[src/rtl/reg_write_arbiter.sv]
// Register-file write arbiter: round-robin between two writers (A, B), plus an
// eight-cycle clear sweep that writes CLR_VALUE into every register.
`timescale 1ns/1ps

module reg_write_arbiter #(
  parameter logic [7:0] CLR_VALUE = 8'h00
) (
  input  logic       CLK,
  input  logic       RESET,
  input  logic       REQ_A,
  input  logic [2:0] ADDR_A,
  input  logic [7:0] DATA_A,
  output logic       GNT_A,
  input  logic       REQ_B,
  input  logic [2:0] ADDR_B,
  input  logic [7:0] DATA_B,
  output logic       GNT_B,
  input  logic       CLR_START,
  output logic       WRITE,
  output logic [2:0] INADDRESS,
  output logic [7:0] IN,
  output logic       BUSY,
  output logic       CLR_DONE
);

  typedef enum logic {
    IDLE  = 1'b0,
    CLEAR = 1'b1
  } state_e;

  localparam logic PTR_A = 1'b0;
  localparam logic PTR_B = 1'b1;

  state_e     state_q, state_d;
  logic       ptr_q, ptr_d;
  logic [2:0] cnt_q, cnt_d;
  logic       write_q, write_d;
  logic [2:0] inaddr_q, inaddr_d;
  logic [7:0] in_q, in_d;
  logic       gnt_a_q, gnt_a_d;
  logic       gnt_b_q, gnt_b_d;
  logic       busy_q, busy_d;
  logic       clr_done_q, clr_done_d;

  logic       win_a;
  logic       win_b;

  // A lone requester always wins; on contention the pointer picks the side.
  assign win_a = REQ_A && (!REQ_B || (ptr_q == PTR_A));
  assign win_b = REQ_B && (!REQ_A || (ptr_q == PTR_B));

  always_comb begin
    // NOTE: every next-state signal gets a default first so no path leaves it
    // unassigned; that is what keeps this block free of inferred latches.
    state_d    = state_q;
    ptr_d      = ptr_q;
    cnt_d      = cnt_q;
    write_d    = 1'b0;
    inaddr_d   = inaddr_q;
    in_d       = in_q;
    gnt_a_d    = 1'b0;
    gnt_b_d    = 1'b0;
    busy_d     = 1'b0;
    clr_done_d = 1'b0;

    unique case (state_q)
      IDLE: begin
        if (CLR_START) begin
          // The sweep's first write (register 0) goes out on the starting edge.
          state_d  = CLEAR;
          cnt_d    = 3'd0;
          write_d  = 1'b1;
          inaddr_d = 3'd0;
          in_d     = CLR_VALUE;
          busy_d   = 1'b1;
        end else if (win_a) begin
          write_d  = 1'b1;
          inaddr_d = ADDR_A;
          in_d     = DATA_A;
          gnt_a_d  = 1'b1;
          ptr_d    = PTR_B;
        end else if (win_b) begin
          write_d  = 1'b1;
          inaddr_d = ADDR_B;
          in_d     = DATA_B;
          gnt_b_d  = 1'b1;
          ptr_d    = PTR_A;
        end
      end

      CLEAR: begin
        if (cnt_q == 3'd7) begin
          state_d    = IDLE;
          cnt_d      = 3'd0;
          clr_done_d = 1'b1;
        end else begin
          cnt_d    = cnt_q + 3'd1;
          write_d  = 1'b1;
          inaddr_d = cnt_q + 3'd1;
          in_d     = CLR_VALUE;
          busy_d   = 1'b1;
        end
      end

      default: state_d = IDLE;
    endcase
  end

  // NOTE: sequential state uses non-blocking assignments so every register
  // samples the pre-edge values, independent of statement order.
  always_ff @(posedge CLK or negedge RESET) begin
    if (!RESET) begin
      state_q    <= IDLE;
      ptr_q      <= PTR_A;
      cnt_q      <= 3'd0;
      write_q    <= 1'b0;
      inaddr_q   <= 3'd0;
      in_q       <= 8'h00;
      gnt_a_q    <= 1'b0;
      gnt_b_q    <= 1'b0;
      busy_q     <= 1'b0;
      clr_done_q <= 1'b0;
    end else begin
      state_q    <= state_d;
      ptr_q      <= ptr_d;
      cnt_q      <= cnt_d;
      write_q    <= write_d;
      inaddr_q   <= inaddr_d;
      in_q       <= in_d;
      gnt_a_q    <= gnt_a_d;
      gnt_b_q    <= gnt_b_d;
      busy_q     <= busy_d;
      clr_done_q <= clr_done_d;
    end
  end

  assign WRITE     = write_q;
  assign INADDRESS = inaddr_q;
  assign IN        = in_q;
  assign GNT_A     = gnt_a_q;
  assign GNT_B     = gnt_b_q;
  assign BUSY      = busy_q;
  assign CLR_DONE  = clr_done_q;

endmodule

[config.mk]
export PLATFORM = sky130hd
export DESIGN_NAME = reg_write_arbiter
export DESIGN_NICKNAME = d
export VERILOG_FILES = /design/src/rtl/reg_write_arbiter.sv
export SDC_FILE = /design/constraint.sdc
export NUM_CORES = 1
export LEC_CHECK = 0
export CORE_ASPECT_RATIO = 0.6
export CORE_MARGIN = 2
export CORE_UTILIZATION = 40
export DETAILED_ROUTE_END_ITERATION = 8
export HOLD_SLACK_MARGIN = 0.15
export PLACE_DENSITY = 0.84
export SLEW_MARGIN = 20
export SYNTH_ARGS = -nofsm -noshare
export SYNTH_HDL_FRONTEND = slang
export SYNTH_SLANG_ARGS = --single-unit
export TNS_END_PERCENT = 20
[constraint.sdc]
create_clock -name CLK -period 1.9 [get_ports CLK]
set_input_delay 0.38 -clock CLK [delete_from_list [all_inputs] [get_ports CLK]]
set_output_delay 0.38 -clock CLK [all_outputs]
set_load 0.01 [all_outputs]
==> impl_metrics.csv <==
group,metric,value,unit
status,outcome,"finished, final reports clean",
placement,hpwl,1800,µm
floorplanning,row_count,13,
placement,gp_congestion,0.7893,
logic_synthesis,ys_warn_count,0,
clock_tree,cts_root_buf,"clkbuf_8",
sta,setup_viol,0,
finish,layout.nets,154,
drt,ant_nets,0,
logic_synthesis,synth-xor-area-share,0,%
logic_synthesis,synth_area_leaders,"dfrtp_1 (53%), mux2i_1 (8.5%), o2bb2ai_1 (7.4%)",
global_route,grt_use_met2,33.20,%
finish,synthToLayoutAreaGrowth,52.12,%
logic_synthesis,synth_compound_area_share,18.83,%
placement,place_ws,0.07052,ns
global_route,grt_busiest_layer,"met2",
drt,routed_wl,2440,µm
logic_synthesis,synthMuxAreaShare,10.08,%
logic_synthesis,synth_top_area_share,53.05,%
logic_synthesis,synth_nets,107,
sta,period_share,82.91,%
floorplanning,die_y,41.62,µm
floorplanning,ioPinCount,43,
placement,io_buffers,42,
sta,max_freq,0.6348,GHz
run,drv_cap,0,
power_and_ir_drop,power_leakage,0.6173,nW
drt,routed_via_density,5.359,
finish,finalNonFillerCells,153,
sta,hold_viol,0,
finish,drive_gt1_share,9.756,%
clock_tree,cts_tree,"done",
finish,fill_cells,193,
clock_tree,clock-sinks,20,
sta,finClkSkew,0.002946,ns
drt,drt_iter0_drc,32,
placement,dp.cells,150,
global_route,gr-total-overflow,0,
clock_tree,post_cts_buffers,0,
global_route,grt_pass1_wl,3919,µm
clock_tree,htree_levels,1,
drt,drc,0,
critical_path,required,2.07,ns
floorplanning,core_area,2196,µm²
logic_synthesis,postSynthAreaPerCell,12.09,µm²
sta,fin_setup_tns,0,ns
logic_synthesis,yosysTopAreaCell,"dfrtp_1",
global_route,grt_use_total,19.43,%
clock_tree,cts_buffer_depth,2,
logic_synthesis,ys_seq_area_share,53.05,%
floorplanning,dieArea,2776,µm²
logic_synthesis,ys_types,26,
global_route,grt_max_degree,21,
sta,slew_headroom,74.64,%
critical_path,endpoint_kind,"flip-flop",
critical_path,cp.arrival,1.74,ns
logic_synthesis,synth_top_family_by_area,"compound AO/OA/AOI/OAI gates",
global_route,grt_pass1_vias,836,
finish,final_area,1435,µm²
global_route,gr-usage-met1,24.69,%
min_path,hp-class,"in -> async",
critical_path,ff2ff_path_depth,5,
logic_synthesis,syn-cell-area,943.4,µm²
clock_tree,post_cts_resized,0,
clock_tree,clkTransAtPathRegs,0.07,ns
global_route,met3_usage,4.065,%
power_and_ir_drop,ir_worst_vdd,427.3,µV
sta,rsz0062_at_grt,"no",
logic_synthesis,ys_ff_latch,20,
clock_tree,cts_hold_buf,0,
drt,first_pass_iters,4,
floorplanning,die_w,66.70,µm
sta,finalMaxSlewViolations,0,
clock_tree,numCtsBuffers,3,
global_route,antenna_found_initial,0,
power_and_ir_drop,powerDensity,1194,nW/µm²
drt,wl_per_cell,15.95,µm
sta,holdWs,0.4593,ns
placement,placed_area,1394,µm²
sta,min_period,1.575,ns
logic_synthesis,synth_fa_ha_area_share,2.653,%
floorplanning,initial_core_util,42.96,%
clock_tree,clock_latency,0.25,ns
critical_path,worst-setup-path-type,"in -> reg",
drt,vias,820,
sta,tightest_slew,0.3770,ns
critical_path,crit_fanout,12,
logic_synthesis,postSynthCellCount,78,
finish,antennaDiodeCount,0,
critical_path,critPathLaunchType,"input port",
sta,setup_ws,0.3247,ns
logic_synthesis,yosys.area_share.simple,9.019,%
-- where the power goes --
group	switching (mW)	internal, mW	total [mW]	leakage, nW
registers	0.0778	0.557	0.635	0.255
logic	0.374	0.439	0.813	0.341
clock network	0.125	0.141	0.266	0.0216
-- logic make-up (layout without fill, tap and decap cells) --
family	after synthesis	count (layout)
flip-flops	20	20
multiplexers	9	9
buffers and inverters	10	55
AND/OR/NAND/NOR	16	16
AO/OA/AOI/OAI	21	21
adder cells (fa/ha/maj)	2	2
-- stage by stage --
stage	power (mW)	util [%]
3_3_place_gp	1.396	63.48
4_1_cts	1.721	65.36
6_report	1.713	65.36
3_5_place_dp	1.443	63.48
5_1_grt	1.820	65.36
2_1_floorplan	1.115	-
-- Yosys cell counts, drive strengths merged --
cell     instances
a21bo            1
a21boi           1
a22o             2
a32o             1
a32oi            3
and2             1
buf              4
dfrtp           20
ha               2
inv              6
mux2             1
mux2i            8
nand2            2
nand2b           1
nand3            6
nor2             3
nor2b            1
nor3             2
o21ai            2
o22ai            3
o2bb2ai          8
-- registers in the layout (all words and copies together), names as in the netlist --
| name | flops |
|---|---|
| INADDRESS | 3 |
| cnt_q | 3 |
| ptr_q | 1 |
| GNT_A | 1 |
| WRITE | 1 |
| BUSY | 1 |
| CLR_DONE | 1 |
| GNT_B | 1 |
| IN | 8 |
-- layout make-up --
| class | instances | area [µm²] | share of cell area [%] |
|---|---|---|---|
| tap | 30 | 37.54 | 2.616 |
| multi-input combinational | 48 | 382.9 | 26.68 |
| sequential | 20 | 500.5 | 34.87 |
| timing repair buffer | 46 | 450.4 | 31.39 |
| inverter | 6 | 22.52 | 1.569 |
| clock buffer | 3 | 41.29 | 2.877 |
-- cells in the final DEF, fill, tap and decap left out --
master           count
clkdlybuf4s50_1     42
dfrtp_1             20
mux2i_1              8
o2bb2ai_1            8
inv_1                6
nand3_1              6
buf_4                4
o22ai_1              3
clkbuf_8             3
nor2_1               2
nand2_1              2
a22o_1               2
a32oi_1              2
ha_1                 2
and2_1               1
nor3_2               1
mux2_4               1
nor2_2               1
nor2b_1              1
a21bo_2              1
nor3_1               1
o21ai_1              1
a21boi_0             1
nand2b_1             1
a32oi_2              1
a32o_1               1
o21ai_0              1
-- path summary, 6_finish.rpt --
kind                       startpoint            to  slack, ns
min in group CLK                IN[7]         IN[7]       0.49
max reg2reg                  cnt_q[0]  INADDRESS[0]       0.41
max                             REQ_B  INADDRESS[1]       0.32
min reg2reg                     IN[7]         IN[7]       0.49
max in group asynchronous       RESET          BUSY       1.24
min                             RESET         IN[0]       0.46
-- critical path: stages --
cell and delay, ns:
clkdlybuf4s50_1 0.57, a21bo_2 0.40, nand3_1 0.17, a32oi_1 0.21
-- metal layers --
layer,wire length (µm),up-vias
met2,1180,36
met4,13,0
met5,0,-
met1,1108,401
li1,-,381
met3,138,2
Power figures use the tool's default switching activity.
